File: config.mk
export PLATFORM = sky130hd
export DESIGN_NAME = eth_tx_arbiter
export DESIGN_NICKNAME = d
export VERILOG_FILES = /design/src/rtl/eth_tx_arbiter.sv
export SDC_FILE = /design/constraint.sdc
export NUM_CORES = 1
export LEC_CHECK = 0
export ABC_AREA = 0
export BUFFER_PORTS_ARGS = -buffer_cell sky130_fd_sc_hd__buf_2
export CORE_ASPECT_RATIO = 1.4
export CORE_MARGIN = 2
export CORE_UTILIZATION = 51
export CTS_CLUSTER_SIZE = 20
export DETAILED_ROUTE_END_ITERATION = 10
export GPL_TIMING_DRIVEN = 0
export PLACE_DENSITY = 0.91
export SYNTH_ARGS = -nofsm -noshare
export SYNTH_HDL_FRONTEND = slang
export SYNTH_SLANG_ARGS = --single-unit
File: constraint.sdc
create_clock -name clk -period 2 [get_ports clk]
set_input_delay 0.4 -clock clk [delete_from_list [all_inputs] [get_ports clk]]
set_output_delay 0.4 -clock clk [all_outputs]
set_load 0.02 [all_outputs]
File: src/rtl/eth_tx_arbiter.sv
// eth_tx_arbiter: round-robin two-source frame arbiter driving a MAC Tx write/send handshake; define ETH_TX_ARB_TIMEOUT_EN for a wait-state watchdog
module eth_tx_arbiter #(
  parameter int MAX_LEN        = 1514,
  parameter int TIMEOUT_CYCLES = 65535
) (
  input  logic        clk,
  input  logic        rst_n,
  input  logic [1:0]  req,
  input  logic [15:0] len0,
  input  logic [15:0] len1,
  input  logic [31:0] data0,
  input  logic [31:0] data1,
  output logic [1:0]  rd,
  output logic [1:0]  gnt,
  output logic [1:0]  done,
  output logic        err,
  output logic        busy,
  output logic        tx_clear,
  output logic        tx_valid,
  output logic        tx_send,
  output logic [15:0] tx_data_count,
  output logic [31:0] tx_data_in,
  input  logic        tx_done,
  input  logic        tx_ready_to_write,
  input  logic        tx_ready_to_send
);
  typedef enum logic [3:0] {IDLE, ARB, WAIT_DONE, REQ_WR, WRITE, WAIT_RTS, SEND, WAIT_TX, FIN} state_t;
  state_t state_q, state_d;
  logic [1:0] gnt_q, gnt_d, rd_q, rd_d, done_q, done_d, sc_q, sc_d;
  logic last_q, last_d, low_q, low_d, err_q, err_d;
  logic tx_clear_q, tx_clear_d, tx_valid_q, tx_valid_d, tx_send_q, tx_send_d;
  logic [14:0] cnt_q, cnt_d;
  logic [15:0] len_q, len_d, tx_data_count_q, tx_data_count_d, wlen;
  logic [31:0] tx_data_in_q, tx_data_in_d;
  logic win, bad, tmo_hit;
  assign win  = (req == 2'b11) ? ~last_q : req[1];
  assign wlen = win ? len1 : len0;
  assign bad  = (wlen == 16'd0) || (int'(wlen) > MAX_LEN);
`ifdef ETH_TX_ARB_TIMEOUT_EN
  logic [31:0] tmo_q, tmo_d;
  assign tmo_d   = (state_d == state_q) ? tmo_q + 32'd1 : 32'd0;
  assign tmo_hit = tmo_q == 32'(TIMEOUT_CYCLES - 1);
  always_ff @(posedge clk or negedge rst_n)
    if (!rst_n) tmo_q <= '0;
    else tmo_q <= tmo_d;
`else
  assign tmo_hit = 1'b0;
`endif
  always_comb begin
    state_d = state_q;
    gnt_d = gnt_q;
    last_d = last_q;
    len_d = len_q;
    cnt_d = cnt_q;
    sc_d = sc_q;
    low_d = low_q;
    err_d = 1'b0;
    tx_data_count_d = tx_data_count_q;
    tx_data_in_d = tx_data_in_q;
    case (state_q)
      IDLE: state_d = |req ? ARB : IDLE;
      ARB: begin
        gnt_d = |req ? (win ? 2'b10 : 2'b01) : 2'b00;
        len_d = wlen;
        err_d = |req && bad;
        state_d = !(|req) ? IDLE : bad ? FIN : WAIT_DONE;
      end
      WAIT_DONE: begin
        tx_data_count_d = tx_done ? len_q : tx_data_count_q;
        state_d = tx_done ? REQ_WR : WAIT_DONE;
      end
      REQ_WR: begin
        cnt_d = 15'((17'(len_q) + 17'd3) >> 2);
        state_d = tx_ready_to_write ? WRITE : REQ_WR;
      end
      WRITE: begin
        tx_data_in_d = gnt_q[1] ? data1 : data0;
        cnt_d = cnt_q - 15'd1;
        state_d = (cnt_q == 15'd1) ? WAIT_RTS : WRITE;
      end
      WAIT_RTS: state_d = tx_ready_to_send ? SEND : WAIT_RTS;
      SEND: begin
        sc_d = sc_q + 2'd1;
        state_d = (sc_q == 2'd3) ? WAIT_TX : SEND;
      end
      WAIT_TX: begin
        low_d = low_q | ~tx_done;
        state_d = (low_q && tx_done) ? FIN : WAIT_TX;
      end
      FIN: begin
        state_d = IDLE;
        gnt_d = 2'b00;
        last_d = gnt_q[1];
        low_d = 1'b0;
      end
      default: state_d = IDLE;
    endcase
    if (tmo_hit && state_d == state_q && state_q inside {WAIT_DONE, REQ_WR, WAIT_RTS, WAIT_TX}) begin
      state_d = FIN;
      err_d = 1'b1;
    end
    rd_d = (state_d == WRITE) ? gnt_d : 2'b00;
    done_d = (state_d == FIN) ? gnt_d : 2'b00;
    tx_clear_d = state_d == IDLE;
    tx_valid_d = (state_d inside {REQ_WR, WRITE}) || (state_q == WRITE && state_d == WAIT_RTS);
    tx_send_d = state_d == SEND;
  end
  always_ff @(posedge clk or negedge rst_n)
    if (!rst_n) begin
      state_q <= IDLE;
      gnt_q <= '0;
      rd_q <= '0;
      done_q <= '0;
      sc_q <= '0;
      last_q <= 1'b1;
      low_q <= 1'b0;
      err_q <= 1'b0;
      tx_clear_q <= 1'b1;
      tx_valid_q <= 1'b0;
      tx_send_q <= 1'b0;
      cnt_q <= '0;
      len_q <= '0;
      tx_data_count_q <= '0;
      tx_data_in_q <= '0;
    end else begin
      state_q <= state_d;
      gnt_q <= gnt_d;
      rd_q <= rd_d;
      done_q <= done_d;
      sc_q <= sc_d;
      last_q <= last_d;
      low_q <= low_d;
      err_q <= err_d;
      tx_clear_q <= tx_clear_d;
      tx_valid_q <= tx_valid_d;
      tx_send_q <= tx_send_d;
      cnt_q <= cnt_d;
      len_q <= len_d;
      tx_data_count_q <= tx_data_count_d;
      tx_data_in_q <= tx_data_in_d;
    end
  assign rd = rd_q;
  assign gnt = gnt_q;
  assign done = done_q;
  assign err = err_q;
  assign busy = state_q != IDLE;
  assign tx_clear = tx_clear_q;
  assign tx_valid = tx_valid_q;
  assign tx_send = tx_send_q;
  assign tx_data_count = tx_data_count_q;
  assign tx_data_in = tx_data_in_q;
endmodule

Yosys cells after proc, flatten, opt, wreduce, memory -nomap -nowiden
Index checks and enable logic that the tools add are counted.
- $add $sub $neg: 3
- multiply operators: 0
- eq/ne operators: 16
- magnitude comparators: 1
- mux-type cells: 21
- div/mod/pow operators: 0
- reductions and logical operators: 14
- bitwise operators: 3
- shift-type cells: 0
- operators with widths (operator ; count):
    32-bit 2-to-1 mux ; 1
    4-bit case mux with 8 select lines ; 1
    15-bit case mux with 2 select lines ; 1
    4-bit by 3-bit equality test with 1-bit output (second input constant) ; 7
    16-bit by 2-bit adder with 17-bit output (second input constant) ; 1
    16-bit by 11-bit > comparator with 1-bit output (second input constant) ; 1
    16-bit zero test ; 1
    16-bit 2-to-1 mux ; 1
    15-bit by 1-bit equality test with 1-bit output (second input constant) ; 1
    15-bit by 1-bit subtractor with 15-bit output (second input constant) ; 1
    4-bit by 2-bit equality test with 1-bit output (second input constant) ; 3
    4-bit 2-to-1 mux ; 3
    2-bit 2-to-1 mux ; 5
    4-bit equality test (second input constant) ; 2
    4-bit zero test ; 2
    1-bit 2-to-1 mux ; 6
    2-bit nonzero test ; 3
    2-bit equality test (second input constant) ; 2
    4-bit by 1-bit equality test with 1-bit output (second input constant) ; 1
    2-bit case mux with 2 select lines ; 1
    4-bit nonzero test ; 1
    1-bit logical AND ; 3
    3-bit 2-to-1 mux ; 1
    2-bit by 1-bit adder with 2-bit output (second input constant) ; 1
    6 further kinds ; 8
- bits in latches: 0
- memories kept: 0
- word-level logic and storage cells: 73
- memory bits (writable): 0
- bits in registers: 97
- memory bits (read-only): 0
- bits of input ports: 103

Longest topological paths before layout
- word-level depth: 11
- depth in mapped cells: 7
- depth with buffers taken out: 6

Worst setup path after synthesis
OpenSTA, ideal clock, no wires.
- path kind: input to register
- start: input len0[15]
- end: register done_q[1] (netlist: done[1])
- library setup time: 137 ps
- data arrival time: 1783 ps
- slack: 80 ps
- cell stages on the path: 5
- cell sequence: or4_4 -> a2111oi_4 -> a31oi_2 -> a2111oi_4 -> o22ai_1
- longest elaborated chain between the ends: 8
- ends and longest elaborated chain (item ; line ; text):
    from (decl) ; 9 ; input logic [15:0] len0,
    16-bit 2-to-1 mux (*) ; 37 ; assign wlen = win ? len1 : len0;
    16-bit by 11-bit > comparator with 1-bit output or 16-bit zero test (tied branches) ; 38 ; assign bad = (wlen == 16'd0) || (int'(wlen) > MAX_LEN);
    1-bit logical OR (*) ; 38 ;
    4-bit 2-to-1 mux (*) (2 in series) ; 66 ; state_d = !(|req) ? IDLE : bad ? FIN : WAIT_DONE;
    4-bit case mux with 8 select lines (*) ; 60 ; case (state_q)
    4-bit equality test (*) ; 103 ; done_d = (state_d == FIN) ? gnt_d : 2'b00;
    2-bit 2-to-1 mux (*) ; 103 ;
    via done_d[1] ; 29 ; logic [1:0] gnt_q, gnt_d, rd_q, rd_d, done_q, done_d, sc_q, sc_d;
    to (signal assigned) ; 129 ; done_q <= done_d;
    to (decl) ; 29 ;
Mark *: on every way through the listed nets, which the timed path passes. The rest lies on a longest branch.
A chain may end at the register's enable or synchronous reset.

Worst setup path in the final report
- start: register cnt_q[2]
- end: register cnt_q[13]
- longest elaborated chain between the ends: 2
- ends and longest elaborated chain (item ; line ; text):
    from (decl) ; 32 ; logic [14:0] cnt_q, cnt_d;
    from (signal assigned) ; 137 ; cnt_q <= cnt_d;
    15-bit by 1-bit subtractor with 15-bit output ; 78 ; cnt_d = cnt_q - 15'd1;
    15-bit case mux with 2 select lines ; 60 ;
Every way passes these cells.

==> results.cfg <==
[placed_design]
io_buffers = 161
dpl_worst_slack_ns = -0.385
hpwl_um = 10400
gp_congestion = 0.921

[finish]
nets = 789
syn_to_final_growth_pct = 29.9
nFillCells = 690
multi_input_comb_area_sq_um = 2510
final_core_utilization = 0.686
drive_gt1_frac = 0.370
diodes = 0
seq_area_sq_um = 2430

[critical_path]
end_kind = flop
rr_endpoint = cnt_q[13]
cp_top_family = simple AND/OR/NAND/NOR gates
cp_data_required_time_ns = 2.27
r2r_start = cnt_q[2]
cp_cell_sequence = nor4_4, nand2_1, nor4_1, mux2_1, o21ai_1
max_stage_delay_ns = 0.47
cp.buffers_inverters = 0
critPathKind = reg2reg
critPathSlowestCell = dfrtp_2
critPathLaunchType = flop
critPathArrivalTime_ns = 2.27
r2r_setup_slack_ns = 0.0009
path_max_fanout = 8
worstRegToRegCells = 5

[clock_network]
clockBufferDepth = 2
numCtsBuffers = 9
cts_tree = built
clk_latency_ns = 0.34
root_buffer = clkbuf_16
holdBufCountCts = 0
cts_max_level = 3
clkTransAtPathRegs_ns = 0.06
cts.sinks = 97

[run_status]
status = completed

[run]
maxCapViolCount = 0

[timing]
slew_headroom = 0.593
finalHoldViolations = 0
whs_ns = 0.0257
min_period_ns = 2.00
fmax_mhz = 500
worst_pin_slew_ns = 0.610
slew_violations = 0
setup_violations = 0
min_period_over_period = 1.00
clock_skew_ns = 0.00355
fin_ws_ns = 0.000925

[yosys]
synth_top_area_cell = dfrtp_1
netlist_top_cells_area = dfrtp_1 (47%), mux2i_1 (9.6%), a21oi_1 (6.3%)
synthTopCellsByCount = dfrtp_1 (95), a21oi_1 (63), nor2_1 (61)
synth_edf_count = 0
ys_ff_latch = 97
syn-instance-count = 501
syn_area_sq_um = 5020
syn_area_per_cell_sq_um = 10.0
synth_nets = 607
async_flop_share = 1.00
synth_top_area_share = 0.473
yosysMostFrequentCell = dfrtp_1
ys_seq_area_frac = 0.484
ys.flop_type = dfrtp_1
yosys_warnings = 0
synthDistinctLibCells = 57

[routing]
top_layer_used = met4
avgViaCountPerCell = 5.78
wl_met3_um = 834
ant_nets = 0
wirelength_um = 14100
drc = 0
vias = 4736
wl_met1_um = 5100
drt_pre_antenna_iters = 5
routedWlPerCell_um = 17.2
first_iter_violations = 304
met2_length_um = 7390

[die]
die_area_sq_um = 10700
num_io_pins = 162
rows = 42
die_h_um = 121
start_util = 0.528
die_w_um = 87.9
core-area_sq_um = 9510

[global_routing]
gr-total-overflow = 0
grt_max_degree = 59
grt_pass1_vias = 4739
track_usage = 0.265
grt_pass1_wl_um = 21900
antenna_found_initial = 0

[pwr]
power.density_nw_per_um2 = 1530
peakVddDrop_mv = 0.983
power_leakage_nw = 2.95
total_power_mw = 10.0

[hold_path]
hp-class = in2async
==> metal layers <==
metal,global-route usage,vias up
met5,0,-
met3,0.0327,66
met4,0.181,0
met1,0.281,2236
li1,-,2185
met2,0.474,249
==> report_power, final <==
part	leakage (nW)	internal (mW)	switching, mW
registers	1.11	2.87	0.772
logic	1.70	1.82	2.82
clock network	0.144	0.994	0.728
total	2.95	5.68	4.32
==> repair_timing <==
item                                    4_1_cts  5_1_grt
hold endpoints to repair                      0        0
pin swaps                                     2        5
buffers inserted                              2        9
endpoints found under the setup margin       62       68
resized for setup                            13       37
==> cells by family after synthesis <==
| group | count (synthesis) | share of synthesized area |
|---|---|---|
| adder cells (fa/ha/maj) | 3 | 0.00747 |
| buffers and inverters | 40 | 0.0331 |
| flip-flops | 97 | 0.484 |
| multiplexers | 65 | 0.134 |
| AO/OA/AOI/OAI | 117 | 0.150 |
| XOR/XNOR | 12 | 0.0209 |
| AND/OR/NAND/NOR | 167 | 0.171 |
==> worst reg2reg max path, delay by kind of cell, from the launching register on <==
kind	cells	cell delay [ns]
DFF	1	0.47
muxes	1	0.37
and+or+nand+nor	3	1.01
AOI/OAI and AO/OA	1	0.08
==> cell type report <==
type                    count  area share
multi-input cells         364       0.385
flip-flops and latches     97       0.373
repair buffers            173       0.140
clock buffers              10      0.0366
plain buffers              28      0.0255
well taps                 132      0.0253
clock inverters             5     0.00863
inverters                  10     0.00575
==> state kept, by name (all words and copies together) (netlist names) <==
signal	flops
len_q	16
tx_send	1
tx_valid	1
state_q	4
done	2
rd	2
tx_clear	1
tx_data_in	32
sc_q	2
err	1
last_q	1
tx_data_count	16
low_q	1
gnt	2
cnt_q	15
==> how the worst max path moves through the flow <==
| stage | from | end | slack, ns | cells past startpoint |
|---|---|---|---|---|
| 2_1_floorplan | len0[15] | done[1] | 0.08 | 5 |
| 3_3_place_gp | rst_n | done[0] | -0.32 | 1 |
| 3_5_place_dp | state_q[3] | tx_data_in[17] | -0.38 | 6 |
| 4_1_cts | state_q[3] | cnt_q[12] | -0.01 | 7 |
| 5_1_grt | cnt_q[2] | cnt_q[13] | -0.01 | 5 |
| 6_report | cnt_q[2] | cnt_q[13] | 0.0009 | 5 |
==> placed cells by master, fill, tap and decap left out, drive strengths merged, types with 2 or more instances in the layout <==
cell     count
a2111oi      3
a211oi       7
a21boi       3
a21oi       63
a311oi       2
a32oi        2
and3         4
buf        183
clkbuf      28
clkinv       3
dfrtp       95
dfstp        2
ha           3
inv         10
mux2        17
mux2i       48
nand2       30
nand2b       8
nand3       11
nand4        7
nor2        61
nor3        12
nor3b        3
nor4        14
nor4b        3
o2111ai      3
o21ai       17
o22ai        4
or2          3
or3          4
or4          4
xnor2        3
xor2         9
==> metrics by stage <==
stage | std cells | area [sq um] | setup TNS (ns)
floorplan | 501 | 5020 | 0
global placement | 794 | 5990 | -40.58
detailed placement | 795 | 6020 | -14.49
CTS | 811 | 6370 | -0.0101
global route | 819 | 6530 | -0.0211
finish | 819 | 6530 | 0
Note: power is estimated with default switching activity, not from simulation.
